$ cat src/rtl/barrett_pipe_reducer.sv
// Three-stage Barrett reducer computing in_x mod Q with valid/ready on both sides.
// All stages advance together on adv, so a stalled output freezes the whole pipe.
module barrett_pipe_reducer #(
    parameter int          DATA_W = 64,
    parameter int unsigned Q      = 7681,
    parameter int          TAG_W  = 3
) (
    input  logic                  clk,
    input  logic                  rst_n,
    input  logic                  in_valid,
    output logic                  in_ready,
    input  logic [2*DATA_W-1:0]   in_x,
    input  logic [TAG_W-1:0]      in_tag,
    output logic                  out_valid,
    input  logic                  out_ready,
    output logic [DATA_W-1:0]     out_r,
    output logic [TAG_W-1:0]      out_tag,
    output logic                  out_range_err
);

    localparam int              K  = $clog2(Q + 1);
    localparam logic [2*K+1:0]  MU = (2*K+2)'((64'd1 << (2*K)) / 64'(Q));
    localparam logic [2*DATA_W-1:0] QQ = (2*DATA_W)'(64'(Q) * 64'(Q));
    localparam logic [K+1:0]    QW = (K+2)'(Q);

    function automatic logic [K+1:0] cond_sub(input logic [K+1:0] v);
        return (v >= QW) ? v - QW : v;
    endfunction

    logic adv;
    assign adv      = !out_valid || out_ready;
    assign in_ready = adv;

    // Stage p0: quotient estimate, range check, low residue bits of in_x
    logic               vld_p0;
    logic               err_p0;
    logic [TAG_W-1:0]   tag_p0;
    logic [K+1:0]       x_p0;
    logic [K:0]         q3_p0;

    always_ff @(posedge clk or negedge rst_n) begin
        if (!rst_n)   vld_p0 <= 1'b0;
        else if (adv) vld_p0 <= in_valid;
    end

    always_ff @(posedge clk) begin
        if (adv) begin
            err_p0 <= (in_x >= QQ);
            tag_p0 <= in_tag;
            x_p0   <= in_x[K+1:0];
            q3_p0  <= (K+1)'(((2*K+2)'(in_x[K-1 +: K+1]) * MU) >> (K+1));
        end
    end

    // Stage p1: r = x - q3*Q modulo 2^(K+2), exact while r < 3Q
    logic               vld_p1;
    logic               err_p1;
    logic [TAG_W-1:0]   tag_p1;
    logic [K+1:0]       r_p1;

    always_ff @(posedge clk or negedge rst_n) begin
        if (!rst_n)   vld_p1 <= 1'b0;
        else if (adv) vld_p1 <= vld_p0;
    end

    always_ff @(posedge clk) begin
        if (adv) begin
            err_p1 <= err_p0;
            tag_p1 <= tag_p0;
            r_p1   <= x_p0 - (K+2)'((K+2)'(q3_p0) * QW);
        end
    end

    // Stage p2: two conditional corrections; out-of-range samples report zero
    always_ff @(posedge clk or negedge rst_n) begin
        if (!rst_n) begin
            out_valid     <= 1'b0;
            out_r         <= '0;
            out_tag       <= '0;
            out_range_err <= 1'b0;
        end else if (adv) begin
            out_valid     <= vld_p1;
            out_r         <= err_p1 ? '0 : DATA_W'(cond_sub(cond_sub(r_p1)));
            out_tag       <= tag_p1;
            out_range_err <= err_p1;
        end
    end

endmodule

$ cat config.mk
export PLATFORM = sky130hd
export DESIGN_NAME = barrett_pipe_reducer
export DESIGN_NICKNAME = d
export VERILOG_FILES = /design/src/rtl/barrett_pipe_reducer.sv
export SDC_FILE = /design/constraint.sdc
export NUM_CORES = 1
export LEC_CHECK = 0
export ABC_AREA = 1
export BUFFER_PORTS_ARGS = -buffer_cell sky130_fd_sc_hd__buf_2
export CORE_AREA = 2 2 154 156
export DETAILED_ROUTE_END_ITERATION = 6
export DIE_AREA = 0 0 156 158
export SYNTH_ARGS = -nofsm -noshare
export SYNTH_HDL_FRONTEND = slang
export SYNTH_SLANG_ARGS = --single-unit
$ cat constraint.sdc
create_clock -name clk -period 10.5 [get_ports clk]
set_input_delay 1.05 -clock clk [delete_from_list [all_inputs] [get_ports clk]]
set_output_delay 1.05 -clock clk [all_outputs]
set_load 0.1 [all_outputs]
==> run_results.csv <==
group,metric,value,unit
cells_and_area,multiInputGateArea,0.00395,mm^2
power_and_ir_drop,vdd_ir_drop_max,0.412,mV
die,fp-row-count,56,
place,placedCellCount,1263,
worst_setup_path,r2r_setup_slack,5.99,ns
timing,finalSetupViolations,0,
worst_setup_path,critical-path-slowest-cell,"sky130_fd_sc_hd__fa_1",
grt,antenna_violations_before_repair,1,
worst_setup_path,timing.critical_path.from,"q3_p0[0]$_DFFE_PP_",
route,antenna_violating_nets_post_route,0,
timing,report.final.hold_viol_count,0,
place,postPlaceCellArea,0.00770,mm^2
die,floorplan.initialDensity,29.4,%
power_and_ir_drop,power.internal,1.59,mW
timing,unrepaired_setup_endpoints_after_global_routing,"false",
synthesis,syn_avg_cell_area,8.24,um^2
route,post_drt_wl_per_cell,12.1,um
die,design.core.area,0.0231,mm^2
route,detail_route.wirelength,15500,um
cells_and_area,layout.nets,1219,
power_and_ir_drop,net_sw_power,1.52,mW
synthesis,syn_inst,822,
clocking,clk-insertion-delay-late,0.34,ns
worst_hold_path,hold_path_depth,0,
grt,grt_pass1_vias,5467,
timing,hold-worst-slack,0.420,ns
worst_setup_path,path_cells,"inv_1 > fa_1 > inv_1 > fa_1 > ha_1 > fa_1 > ha_1 > fa_1 > inv_1 > ha_1 > inv_1 > nor3_1 > a211oi_1 > xor2_1",
timing,worst_setup_skew_after_layout,0.00757,ns
cells_and_area,fill_cells,2399,
route,drt_first_iter_violations,231,
worst_setup_path,setup_crit_path_kind,"reg2reg",
power_and_ir_drop,design_power,3.11,mW
route,detailroute.via_count,5633,
timing,report.final.slew_viol_count,0,
clocking,tritoncts,"done",
timing,final.min_clock_period,4.51,ns
worst_setup_path,critPathMaxStageDelay,0.56,ns
grt,global_route.usage.total,13.0,%
die,fp.dieArea,0.0246,mm^2
clocking,clock_tree.buffer_depth,2,
clocking,clock_sink_count,74,
cells_and_area,instances_no_fill,1280,
power_and_ir_drop,power.leakage,4.26,nW
clocking,cts.htree.levels,3,
route,post_drt_via_cell_ratio,4.40,
power_and_ir_drop,power_switching_share,49.0,%
synthesis,synth_sequential_area_ratio,31.2,%
synthesis,number_of_enable_flip_flop_cells_after_synthesis,52,
cells_and_area,layout-area-overhead-vs-synth,18.9,%
synthesis,synth_top_flop_cell,"sky130_fd_sc_hd__edfxtp_1",
power_and_ir_drop,seq_power_share,18.8,%
worst_setup_path,cp_max_fo,6,
die,ioPinCount,205,
synthesis,synth.lib_cells_used.distinct,44,
cells_and_area,finalInstanceArea,0.00805,mm^2
run_status,run_status,"finished clean",
worst_setup_path,worst-endpoint-arrival,4.60,ns
power_and_ir_drop,powerDensity,386,mW/mm^2
route,dr.pass1.iters,4,
timing,post-route-period-util,43.0,%
job,cap_viol_max_count,0,
cells_and_area,storage_element_area,0.00211,mm^2
clocking,post_cts_buffers,0,
grt,maximum_number_of_pins_on_one_net_before_global_route_repair,61,
clocking,master_cell_of_the_clock_root_buffer,"sky130_fd_sc_hd__clkbuf_16",
cells_and_area,fraction_of_final_layout_cells_sized_beyond_drive_strength_1,20.6,%
power_and_ir_drop,power.combinational.fraction,69.8,%
timing,fmax,222,MHz
worst_setup_path,rr_worst_depth,14,
worst_hold_path,min-delay-start,"tag_p0[0]$_DFFE_PP_",
worst_setup_path,required,10.59,ns
power_and_ir_drop,power.clock.fraction,11.4,%
synthesis,synth-seq-cells,74,
timing,totalNegativeSetupSlack,0,ns
synthesis,yosys_synthesis_warning_count,0,
place,numPortBuffers,155,
place,hpwlAfterDp,13300,um
clocking,cts.repair.resized,0,
worst_setup_path,worst_r2r_startpoint,"q3_p0[0]$_DFFE_PP_",
place,gpl.final_weighted_congestion,0.930,
die,die_y,158,um
worst_setup_path,critical_r2r_capture,"r_p1[14]$_DFFE_PP_",
grt,grt_overflow_total,0,
timing,worstMarginPinSlew,0.721,ns
worst_setup_path,worstSetupEndpointType,"flip-flop",
synthesis,mapped_area,0.00677,mm^2
route,drc,0,
clocking,ctsHoldBuffers,0,
clocking,cts-buffers-inserted,9,
worst_hold_path,hold_path.class,"reg2reg",
die,floorplan.die.width,156,um
grt,wire_length_of_the_first_global_routing_pass,25400,um
timing,slew_headroom,52.0,%
synthesis,synth-async-reset-ratio,29.7,%
clocking,clkTransAtPathRegs,0.06,ns
worst_hold_path,worstHoldEndpoint,"tag_p1[0]$_DFFE_PP_",
worst_setup_path,critPathLaunchType,"flip-flop",
[stage by stage]
step / utilization (%) / worst slack [ns]
floorplan: - / 6.19
global placement: 33.4 / 6.02
detailed placement: 33.4 / 5.96
CTS: 34.9 / 5.96
global route: 34.9 / 5.76
finish: 34.9 / 5.99
[registers in the layout, indices dropped and copies added, names as in the netlist]
register,cells
q3_p0,14
out_range_err,1
tag_p1,3
r_p1,15
out_tag,3
vld_p1,1
err_p0,1
out_valid,1
out_r,15
tag_p0,3
vld_p0,1
x_p0,15
err_p1,1
[how the worst max path moves through the flow]
stage,cells after the start,slack [ns],endpoint
3_3_place_gp,14,6.02,r_p1[14]$_DFFE_PP_
6_report,14,5.99,r_p1[14]$_DFFE_PP_
3_5_place_dp,14,5.96,r_p1[14]$_DFFE_PP_
4_1_cts,14,5.96,r_p1[14]$_DFFE_PP_
5_1_grt,14,5.76,r_p1[14]$_DFFE_PP_
2_1_floorplan,14,6.19,r_p1[14]$_DFFE_PP_
[logic make-up after synthesis]
group                      after synthesis  synth area share (%)
and+or+nand+nor                        348                  23.0
buffers and inverters                  183                  13.2
adders and majority gates              100                  20.4
DFF                                     74                  31.2
AOI/OAI and AO/OA                       71                  6.36
xor gates and xnor gates                45                  5.82
other                                    1                0.0554
[power groups by stage]
| stage | clock network (mW) | registers [mW] | logic (mW) |
|---|---|---|---|
| 2_1_floorplan | 0 | 0.613 | 1.78 |
| 3_3_place_gp | 0 | 0.589 | 2.12 |
| 3_5_place_dp | 0 | 0.591 | 2.18 |
| 4_1_cts | 0.366 | 0.585 | 2.19 |
| 5_1_grt | 0.377 | 0.597 | 2.52 |
| 6_report | 0.355 | 0.584 | 2.17 |
[routing by layer]
metal	vias to the layer above	GRT usage (%)	wire length, um
li1	2935	-	-
met1	2514	14.7	6360
met2	158	24.4	7960
met3	26	2.38	726
met4	0	5.11	405
met5	-	0	0
[worst max-delay path, delay by kind of cell, from the launching register on]
kind,cells,cell delay (ns)
AOI/OAI and AO/OA,1,0.27
xor gates and xnor gates,1,0.09
adders and majority gates,7,3.01
buffers and inverters,4,0.37
DFF,1,0.48
and+or+nand+nor,1,0.06
[cell usage in the layout (no fill, tap or decap), drive strengths merged]
| cell | n |
|---|---|
| a211oi | 1 |
| a21boi | 2 |
| a21o | 4 |
| a21oi | 28 |
| a31o | 2 |
| a31oi | 2 |
| a41oi | 1 |
| buf | 158 |
| bufinv | 3 |
| clkbuf | 10 |
| clkinv | 3 |
| clkinvlp | 1 |
| conb | 49 |
| dfrtp | 22 |
| diode | 1 |
| edfxtp | 52 |
| fa | 17 |
| ha | 83 |
| inv | 127 |
| nand2 | 197 |
| nand3 | 43 |
| nand4 | 15 |
| nor2 | 58 |
| nor3 | 5 |
| nor4 | 29 |
| nor4b | 1 |
| o2111ai | 1 |
| o211ai | 1 |
| o21ai | 26 |
| o21bai | 1 |
| o31ai | 2 |
| xnor2 | 16 |
| xor2 | 29 |
[final cells by class]
cell class,instances,area share [%]
Inverter,128,5.97
Timing Repair Buffer,158,9.92
Clock inverter,6,1.43
Sequential cell,74,26.2
Multi-Input combinational cell,613,49.0
Antenna cell,1,0.0311
Clock buffer,10,2.85
Tap cell,290,4.51
[Yosys cell counts (4+ instances only)]
cell type	count	area, um^2
sky130_fd_sc_hd__nor2_1	50	188
sky130_fd_sc_hd__inv_2	4	15.0
sky130_fd_sc_hd__o21ai_1	6	30.0
sky130_fd_sc_hd__o21ai_0	16	80.1
sky130_fd_sc_hd__nor4_1	29	181
sky130_fd_sc_hd__ha_1	83	1040
sky130_fd_sc_hd__xnor2_1	16	140
sky130_fd_sc_hd__nand4_1	15	93.8
sky130_fd_sc_hd__o21ai_2	4	35.0
sky130_fd_sc_hd__fa_1	17	340
sky130_fd_sc_hd__buf_4	49	368
sky130_fd_sc_hd__dfrtp_1	22	551
sky130_fd_sc_hd__nand2_1	189	709
sky130_fd_sc_hd__inv_1	122	458
sky130_fd_sc_hd__a21o_1	4	30.0
sky130_fd_sc_hd__nand3_1	41	205
sky130_fd_sc_hd__edfxtp_1	52	1560
sky130_fd_sc_hd__nand2_2	6	37.5
sky130_fd_sc_hd__xor2_1	29	254
sky130_fd_sc_hd__nor2_2	6	37.5
sky130_fd_sc_hd__nor3_1	5	25.0
sky130_fd_sc_hd__a21oi_1	27	135
Note: power is estimated with default switching activity, not from simulation.
